<file path="config.mk">
export PLATFORM = sky130hd
export DESIGN_NAME = seg7_scan_driver
export DESIGN_NICKNAME = d
export VERILOG_FILES = /design/src/rtl/seg7_pkg.sv /design/src/rtl/seg7_decoder.sv /design/src/rtl/seg7_scan_driver.sv
export SDC_FILE = /design/constraint.sdc
export NUM_CORES = 1
export LEC_CHECK = 0
export CORE_MARGIN = 5
export CORE_UTILIZATION = 30
export CTS_CLUSTER_SIZE = 16
export DETAILED_ROUTE_END_ITERATION = 16
export GPL_TIMING_DRIVEN = 1
export HOLD_SLACK_MARGIN = 0.1
export PLACE_DENSITY = 0.58
export SYNTH_ARGS = -nofsm -noshare
export SYNTH_HDL_FRONTEND = slang
export SYNTH_SLANG_ARGS = --single-unit
</file>
<file path="constraint.sdc">
create_clock -name clk -period 2.86 [get_ports clk]
set_input_delay 0.429 -clock clk [delete_from_list [all_inputs] [get_ports clk]]
set_output_delay 0.429 -clock clk [all_outputs]
set_load 0.01 [all_outputs]
</file>
<file path="src/rtl/seg7_pkg.sv">
// seg7_pkg: shared 7-segment types, segment patterns and the nibble decode
// function used by the scan driver. Bit order is {a,b,c,d,e,f,g}; 1 = lit.
package seg7_pkg;

  typedef logic [6:0] seg7_t;

  localparam seg7_t SEG_0     = 7'b1111110;
  localparam seg7_t SEG_1     = 7'b0110000;
  localparam seg7_t SEG_2     = 7'b1101101;
  localparam seg7_t SEG_3     = 7'b1111001;
  localparam seg7_t SEG_4     = 7'b0110011;
  localparam seg7_t SEG_5     = 7'b1011011;
  localparam seg7_t SEG_6     = 7'b1011111;
  localparam seg7_t SEG_7     = 7'b1110000;
  localparam seg7_t SEG_8     = 7'b1111111;
  localparam seg7_t SEG_9     = 7'b1111011;
  localparam seg7_t SEG_A     = 7'b1110111;
  localparam seg7_t SEG_B     = 7'b0011111;
  localparam seg7_t SEG_C     = 7'b1001110;
  localparam seg7_t SEG_D     = 7'b0111101;
  localparam seg7_t SEG_E     = 7'b1001111;
  localparam seg7_t SEG_F     = 7'b1000111;
  localparam seg7_t SEG_BLANK = 7'b0000000;

  // Codes 10-15 show A,b,C,d,E,F only when hex_en is set; otherwise blank.
  function automatic seg7_t seg7_decode(input logic [3:0] nibble, input logic hex_en);
    seg7_t v_seg;
    case (nibble)
      4'd0:    v_seg = SEG_0;
      4'd1:    v_seg = SEG_1;
      4'd2:    v_seg = SEG_2;
      4'd3:    v_seg = SEG_3;
      4'd4:    v_seg = SEG_4;
      4'd5:    v_seg = SEG_5;
      4'd6:    v_seg = SEG_6;
      4'd7:    v_seg = SEG_7;
      4'd8:    v_seg = SEG_8;
      4'd9:    v_seg = SEG_9;
      4'd10:   v_seg = hex_en ? SEG_A : SEG_BLANK;
      4'd11:   v_seg = hex_en ? SEG_B : SEG_BLANK;
      4'd12:   v_seg = hex_en ? SEG_C : SEG_BLANK;
      4'd13:   v_seg = hex_en ? SEG_D : SEG_BLANK;
      4'd14:   v_seg = hex_en ? SEG_E : SEG_BLANK;
      default: v_seg = hex_en ? SEG_F : SEG_BLANK;
    endcase
    return v_seg;
  endfunction

endpackage

</file>
<file path="src/rtl/seg7_decoder.sv">
// seg7_decoder: combinational nibble -> segment pattern. HEX_EN selects
// whether codes 10-15 render as letters or stay blank.
module seg7_decoder
  import seg7_pkg::*;
#(
  parameter int HEX_EN = 0
) (
  input  logic [3:0] i_nibble,
  output seg7_t      o_seg
);

  assign o_seg = seg7_decode(i_nibble, HEX_EN != 0);

endmodule

</file>
<file path="src/rtl/seg7_scan_driver.sv">
// seg7_scan_driver: time-multiplexed driver for NUM_DIGITS 7-segment digits.
// A loaded value is parked in a shadow buffer and promoted to the displayed
// (active) value only at a frame boundary, so a frame never mixes two values.
// Optional build macro LEADING_ZERO_BLANK_EN blanks digits above the highest
// nonzero nibble of the active value (digit 0 is always shown).
module seg7_scan_driver
  import seg7_pkg::*;
#(
  parameter int NUM_DIGITS = 4,
  parameter int SCAN_DIV   = 1000,
  parameter int HEX_EN     = 0
) (
  input  logic                    clk,
  input  logic                    rst_n,
  input  logic                    load,
  input  logic [4*NUM_DIGITS-1:0] data_in,
  output logic                    pending,
  output logic [6:0]              seg,
  output logic [NUM_DIGITS-1:0]   an,
  output logic                    frame_done
);

  localparam int CW = $clog2(SCAN_DIV);
  localparam int DW = (NUM_DIGITS > 1) ? $clog2(NUM_DIGITS) : 1;

  logic [CW-1:0]           r_scan_cnt;
  logic [DW-1:0]           r_dig_idx;
  logic [4*NUM_DIGITS-1:0] r_shadow;
  logic [4*NUM_DIGITS-1:0] r_active;

  logic                    w_scan_wrap;
  logic                    w_last_dig;
  logic                    w_boundary;
  logic [3:0]              w_nibble;
  logic [NUM_DIGITS-1:0]   w_blank_vec;
  logic                    w_blank;
  logic [NUM_DIGITS-1:0]   w_an_next;
  seg7_t                   w_seg_dec;

  assign w_scan_wrap = (r_scan_cnt == CW'(SCAN_DIV - 1));
  assign w_last_dig  = (r_dig_idx == DW'(NUM_DIGITS - 1));
  assign w_boundary  = w_scan_wrap && w_last_dig;

  // Slot timer and digit index; the index only moves when the slot timer wraps.
  always_ff @(posedge clk or negedge rst_n) begin
    if (!rst_n) begin
      r_scan_cnt <= '0;
      r_dig_idx  <= '0;
    end else if (w_scan_wrap) begin
      r_scan_cnt <= '0;
      r_dig_idx  <= w_last_dig ? '0 : r_dig_idx + DW'(1);
    end else begin
      r_scan_cnt <= r_scan_cnt + CW'(1);
    end
  end

  // Double buffer: a load coinciding with the boundary bypasses the shadow.
  always_ff @(posedge clk or negedge rst_n) begin
    if (!rst_n) begin
      r_shadow <= '0;
      r_active <= '0;
      pending  <= 1'b0;
    end else begin
      if (load) begin
        r_shadow <= data_in;
      end
      if (w_boundary) begin
        if (load) begin
          r_active <= data_in;
        end else if (pending) begin
          r_active <= r_shadow;
        end
        pending <= 1'b0;
      end else if (load) begin
        pending <= 1'b1;
      end
    end
  end

  // Select the nibble and one-hot enable for the digit currently being scanned.
  always_comb begin
    w_nibble  = '0;
    w_an_next = '0;
    for (int i = 0; i < NUM_DIGITS; i++) begin
      if (r_dig_idx == DW'(i)) begin
        w_nibble     = r_active[4*i +: 4];
        w_an_next[i] = 1'b1;
      end
    end
  end

  // Leading-zero mask: digit i is blank when it and every digit above it are zero.
  always_comb begin
    logic v_any_nz;
    v_any_nz    = 1'b0;
    w_blank_vec = '0;
`ifdef LEADING_ZERO_BLANK_EN
    for (int i = NUM_DIGITS - 1; i >= 1; i--) begin
      v_any_nz       = v_any_nz | (|r_active[4*i +: 4]);
      w_blank_vec[i] = ~v_any_nz;
    end
`else
    v_any_nz = 1'b0;
`endif
    w_blank = |(w_blank_vec & w_an_next);
  end

  seg7_decoder #(
    .HEX_EN (HEX_EN)
  ) u_dec (
    .i_nibble (w_nibble),
    .o_seg    (w_seg_dec)
  );

  // Registered pin drive: outputs reflect the index/value of the previous cycle.
  always_ff @(posedge clk or negedge rst_n) begin
    if (!rst_n) begin
      seg        <= SEG_BLANK;
      an         <= '0;
      frame_done <= 1'b0;
    end else begin
      seg        <= w_blank ? SEG_BLANK : w_seg_dec;
      an         <= w_an_next;
      frame_done <= w_boundary;
    end
  end

endmodule
</file>
==> results_dict.tcl, run 1 <==
set metrics [dict create \
    slew_violations 0 \
    setup_tns_ns 0 \
    netlist_area_um2 2460 \
    finalCritPeriodShare 0.794 \
    finalCriticalPeriod_ns 2.27 \
    p_seq_frac 0.473 \
    clk_path_buf_depth 2 \
    vias 1518 \
    worstSetupPathType "register to register" \
    synth_area_leader_cell "dfrtp_1" \
    seq_area_frac_synth 0.580 \
    hold_viol_final 0 \
    ys.flop_type "dfrtp_1" \
    antennaDiodeCount 0 \
    pwr-share-comb 0.045 \
    dp_hpwl_um 3230 \
    p_total_mw 1.76 \
    dr.max_layer_used "met4" \
    antenna_found_initial 0 \
    synth_cells 188 \
    yosys-top-cells-count "57 x dfrtp_1, 33 x mux2_2, 11 x ha_1, 11 x nor2_1, 10 x nand2_1" \
    power_density_nw_per_um2 558 \
    clock_latency_ns 0.34 \
    clockPowerShare 0.482 \
    cts-root-buf "clkbuf_8" \
    drc_errors 0 \
    internal-power_mw 1.41 \
    yosys.area.top_type_share 0.580 \
    drv_cap 0 \
    ir_drop_uv 171 \
    cp-start-kind "register" \
    grtUsageTotal 0.0944 \
    m1WireLength_um 2060 \
    clock-sinks 57 \
    leakagePower_nw 1.36 \
    synth_edf_count 0 \
    required_ns 3.11 \
    core-area_um2 8090 \
    place_inst 326 \
    drt-total-wl_um 4360 \
    postCtsHoldBufs 0 \
    grt_pass1_vias 1489 \
    antenna_left 0 \
    dr.pass1.iters 4 \
    synth-async-reset-ratio 1.00 \
    htreeDepth 3 \
    synth_nets 218 \
    cts_buffers 9 \
    ios 32 \
    grt_max_degree 30 \
    synth_most_common_cell "dfrtp_1" \
    min_path_type "primary input to async pin" \
    fillCellCount 814 \
    overflow 0 \
    yosys_warnings 0 \
    wl_met3_um 246 \
    fmax_ghz 0.440 \
    setup_ws_ns 0.588 \
    final-setup-viol-count 0 \
    cts_tree "yes" \
    swShare 0.201 \
    place.gp.congestion 0.747 \
    wire_per_inst_um 12.7 \
    grt_pass1_wl_um 7310 \
    status "completed" \
    detailedRoute.firstIterationViolations 38 \
    rsz0062_at_grt "no" \
    synth-seq-cells 57 \
    area_growth_syn_to_layout_pct 28.5 \
    start_util 0.304 \
    dieWidth_um 101 \
    layout.cells.non_filler 342 \
    clk_pin_slew_worst_paths_ns 0.07 \
    skew_ns 0.00720 \
    io_buffers 31 \
    die_area_um2 10100 \
    row_count 33 \
    routed_via_density 4.44 \
    layout.nets 262 \
    final_layout_size_suffix_gt1_frac 0.249 \
    cts_setup_buffers 0 \
    avgSynthCellArea_um2 13.1 \
    arrival_ns 2.53 \
    slew_headroom 0.561 \
    cts_resized 0 \
    worst_slew_pin_slew_ns 0.659 \
    path_max_fanout 6 \
    ys_types 32 \
    switching_power_mw 0.355 \
    fin_hold_ws_ns 0.126 \
    pre_cts_ws_ns 0.586 \
    endpoint_kind "register" \
    synth.area.top_cells "dfrtp_1 58%, mux2_2 15%, ha_1 5.6%" \
    die_h_um 101 \
    met2_length_um 1960 \
]
[routing by layer]
| metal | vias up | global-route usage |
|---|---|---|
| met5 | - | 0 |
| met4 | 0 | 0.0435 |
| met3 | 10 | 0.0388 |
| met2 | 29 | 0.136 |
| met1 | 725 | 0.124 |
| li1 | 754 | - |
[sequential cells by signal (all words and copies together), names as in the netlist]
name,count
r_active,16
r_scan_cnt,10
r_shadow,16
seg,7
frame_done,1
an,4
r_dig_idx,2
pending,1
[cell type report]
cell class | instances | area (µm²) | area share
clock buffer | 11 | 151 | 0.0479
tap | 105 | 131 | 0.0416
timing repair buffer | 37 | 363 | 0.115
inverter | 8 | 30.0 | 0.00951
clock inverter | 5 | 77.6 | 0.0246
sequential | 57 | 1430 | 0.452
multi-input combinational | 119 | 978 | 0.310
[per-stage QoR]
stage / util / instance area (µm²)
2_1_floorplan: - / 2460
3_3_place_gp: 0.362 / 2930
3_5_place_dp: 0.362 / 2930
4_1_cts: 0.390 / 3160
5_1_grt: 0.390 / 3160
6_report: 0.390 / 3160
[cell families (layout without fill, tap and decap cells)]
group,count (synthesis),in the layout,synth area share
AO/OA/AOI/OAI,23,23,0.0642
multiplexers,35,35,0.159
adder cells (fa/ha/maj),11,11,0.0560
XOR/XNOR,7,7,0.0249
buffers and inverters,12,61,0.0214
flip-flops,57,57,0.580
AND/OR/NAND/NOR,43,43,0.0937
[cell usage in the layout, fill, tap and decap left out, drive strengths merged, types with 3 or more instances in the layout]
cell type / netlist / routed
dfrtp: 57 / 57
mux2: 33 / 33
clkdlybuf4s50: 0 / 30
nor2: 11 / 11
ha: 11 / 11
clkbuf: 2 / 11
nand2: 10 / 10
inv: 8 / 8
o22ai: 8 / 8
buf: 2 / 7
nand2b: 5 / 5
nand3: 5 / 5
o211ai: 4 / 4
xor2: 4 / 4
xnor2: 3 / 3
o21ai: 3 / 3
[power groups by stage]
| stage | registers [mW] | logic [mW] | clock network [mW] |
|---|---|---|---|
| CTS | 0.834 | 0.0815 | 0.870 |
| global route | 0.835 | 0.0892 | 0.904 |
| finish | 0.834 | 0.0788 | 0.850 |
| floorplan | 0.847 | 0.0311 | 0 |
| detailed placement | 0.849 | 0.0812 | 0 |
| global placement | 0.848 | 0.0805 | 0 |
[final timing paths]
| path | start | endpoint | slack [ns] | cells after the start |
|---|---|---|---|---|
| max reg2reg | r_dig_idx[0]$_DFFE_PN0N_ | seg[6]$_DFF_PN0_ | 0.59 | 9 |
| max | r_dig_idx[0]$_DFFE_PN0N_ | seg[6]$_DFF_PN0_ | 0.59 | 9 |
| max in group asynchronous | rst_n | r_scan_cnt[1]$_DFF_PN0_ | 2.16 | 2 |
| min in group clk | r_scan_cnt[0]$_DFF_PN0_ | r_scan_cnt[0]$_DFF_PN0_ | 0.46 | 1 |
| min | rst_n | seg[1]$_DFF_PN0_ | 0.13 | 1 |
| min reg2reg | r_scan_cnt[0]$_DFF_PN0_ | r_scan_cnt[0]$_DFF_PN0_ | 0.46 | 1 |
[worst max-delay path: stages (launching register included)]
cell and delay, ns:
dfrtp_1 0.38, inv_1 0.09, ha_1 0.23, nor2_1 0.27
o211ai_1 0.18, o221ai_1 0.23, inv_1 0.15, ha_1 0.22
mux2_2 0.27, o22ai_1 0.15
(Power assumes the default switching activity.)
==> run 2, diff against run 1 <==
PLACE_DENSITY = 0.59   (was 0.58)
clock period = 1.97 ns   (was 2.86 ns; I/O delays follow)
==> results_dict.tcl, run 2 (same netlist as run 1, synthesis figures left out) <==
set metrics [dict create \
    grt_max_degree 27 \
    clock_latency_ns 0.33 \
    dieWidth_um 101 \
    vias 1608 \
    wire_per_inst_um 13.5 \
    grt_pass1_wl_um 8340 \
    p_total_mw 2.48 \
    ir_drop_uv 306 \
    leakagePower_nw 1.49 \
    cts-root-buf "clkbuf_8" \
    drv_cap 0 \
    place.gp.congestion 0.732 \
    slew_headroom 0.713 \
    grt_pass1_vias 1783 \
    multi_input_area_um2 1120 \
    final-setup-viol-count 0 \
    final_layout_size_suffix_gt1_frac 0.375 \
    setup_tns_ns 0 \
    hold_viol_final 0 \
    die_h_um 101 \
    area_growth_syn_to_layout_pct 42.4 \
    io_buffers 31 \
    regToRegStartpoint "r_dig_idx[0]$_DFFE_PN0N_" \
    drc_errors 0 \
    layout.nets 284 \
    routed_via_density 4.42 \
    clk_path_buf_depth 2 \
    dr.pass1.iters 4 \
    overflow 0 \
    clk_pin_slew_worst_paths_ns 0.06 \
    critPathLaunch "r_dig_idx[0]$_DFFE_PN0N_" \
    dp_hpwl_um 3320 \
    crit_chain "inv_4 -> ha_4 -> nand2_2 -> o211ai_1 -> o211ai_1 -> ha_2 -> mux2_4 -> o22ai_2" \
    grtUsageTotal 0.107 \
    endpoint_kind "register" \
    row_count 33 \
    fmax_ghz 0.513 \
    antenna_found_initial 0 \
    fillCellCount 762 \
    cpMostUsedCell "o211ai_1" \
    drt-total-wl_um 4910 \
    antennaDiodeCount 0 \
    final_core_util 0.432 \
    power_density_nw_per_um2 710 \
    detailedRoute.firstIterationViolations 72 \
    slowest_stage "dfrtp_2" \
    status "completed" \
    max_stage_delay_ns 0.45 \
    skew_ns 0.00591 \
    path_max_fanout 5 \
    worstSetupPathType "register to register" \
    required_ns 2.23 \
    rsz0062_at_grt "yes" \
    top_regs "r_active x16, r_shadow x16, r_scan_cnt x10" \
    area.sequential_um2 1430 \
    die_area_um2 10100 \
    cts_tree "yes" \
    r2r_cells 8 \
    antenna_left 0 \
    min_path_type "primary input to async pin" \
    clock-sinks 57 \
    core-area_um2 8090 \
    htreeDepth 3 \
    finalCritPeriodShare 0.990 \
    worst_slew_pin_slew_ns 0.429 \
    cp-start-kind "register" \
    ios 32 \
    finalCriticalPeriod_ns 1.95 \
    cts_buffers 9 \
    arrival_ns 2.21 \
    start_util 0.304 \
    final_common_cell "dfrtp_1" \
    final_cell_mix "55 x dfrtp_1, 30 x clkdlybuf4s50_1, 24 x mux2_2" \
    slew_violations 0 \
]
-- run 2: cell types whose count changed in the layout (fill, tap and decap cells not counted), sizes merged --
cell	before	now
dlygate4sd3	0	1
buf	7	27
clkinv	2	3
-- run 2: repair_timing --
| item | 4_1_cts | 5_1_grt |
|---|---|---|
| endpoints found under the hold margin | 11 | 0 |
| gates resized for setup | 5 | 31 |
| endpoints found under the setup margin | 3 | 20 |
| gates cloned | 0 | 1 |
| pin swaps | 2 | 7 |
| hold buffers | 1 | 0 |
| buffers inserted | 5 | 5 |
-- run 2: path summary, 6_finish.rpt --
kind                                             to  slack [ns]
max                                seg[6]$_DFF_PN0_        0.02
min                        r_shadow[13]$_DFFE_PN0P_        0.38
max reg2reg                        seg[6]$_DFF_PN0_        0.02
min reg2reg                 r_scan_cnt[9]$_DFF_PN0_        0.49
max in group asynchronous   r_active[3]$_DFFE_PN0P_        1.03
min in group clk            r_scan_cnt[9]$_DFF_PN0_        0.49
-- run 2: layout make-up --
| type | count | share of cell area |
|---|---|---|
| multi-input cells | 119 | 0.320 |
| well taps | 105 | 0.0375 |
| clock inverters | 6 | 0.0236 |
| flip-flops and latches | 57 | 0.408 |
| clock buffers | 10 | 0.0365 |
| inverters | 8 | 0.0100 |
| repair buffers | 59 | 0.164 |
-- run 2: per-layer routing --
metal	GRT usage	vias up	share of wire	wire length [µm]
met2	0.170	29	0.49	2400
met4	0.0528	0	0.019	91
met3	0.0401	7	0.054	266
met5	0	-	0	0
met1	0.126	773	0.44	2150
li1	-	799	-	-
-- run 2: critical path, delay by kind of cell (launching register included) --
| family | cells | cell delay, ns |
|---|---|---|
| adder cells (fa/ha/maj) | 2 | 0.38 |
| AO/OA/AOI/OAI | 3 | 0.63 |
| flip-flops | 1 | 0.45 |
| buffers and inverters | 1 | 0.10 |
| AND/OR/NAND/NOR | 1 | 0.04 |
| multiplexers | 1 | 0.27 |
-- run 2: report_power, final --
part | leakage, nW | switching (mW) | internal, mW
combinational | 0.683 | 0.0513 | 0.0707
clock | 0.106 | 0.448 | 0.705
sequential | 0.700 | 0.00697 | 1.20
total | 1.49 | 0.506 | 1.98
-- run 2: per-stage QoR --
stage / instance area, µm² / cells / hold WS (ns) / worst slack (ns)
global route: 3500 / 364 / 0.408 / -0.0999
floorplan: 2460 / 188 / -0.0000911 / 0.0847
finish: 3500 / 364 / 0.380 / 0.0198
CTS: 3300 / 358 / 0.383 / 0.0114
global placement: 3040 / 336 / 0.210 / 0.0650
detailed placement: 3040 / 336 / 0.205 / -0.0363
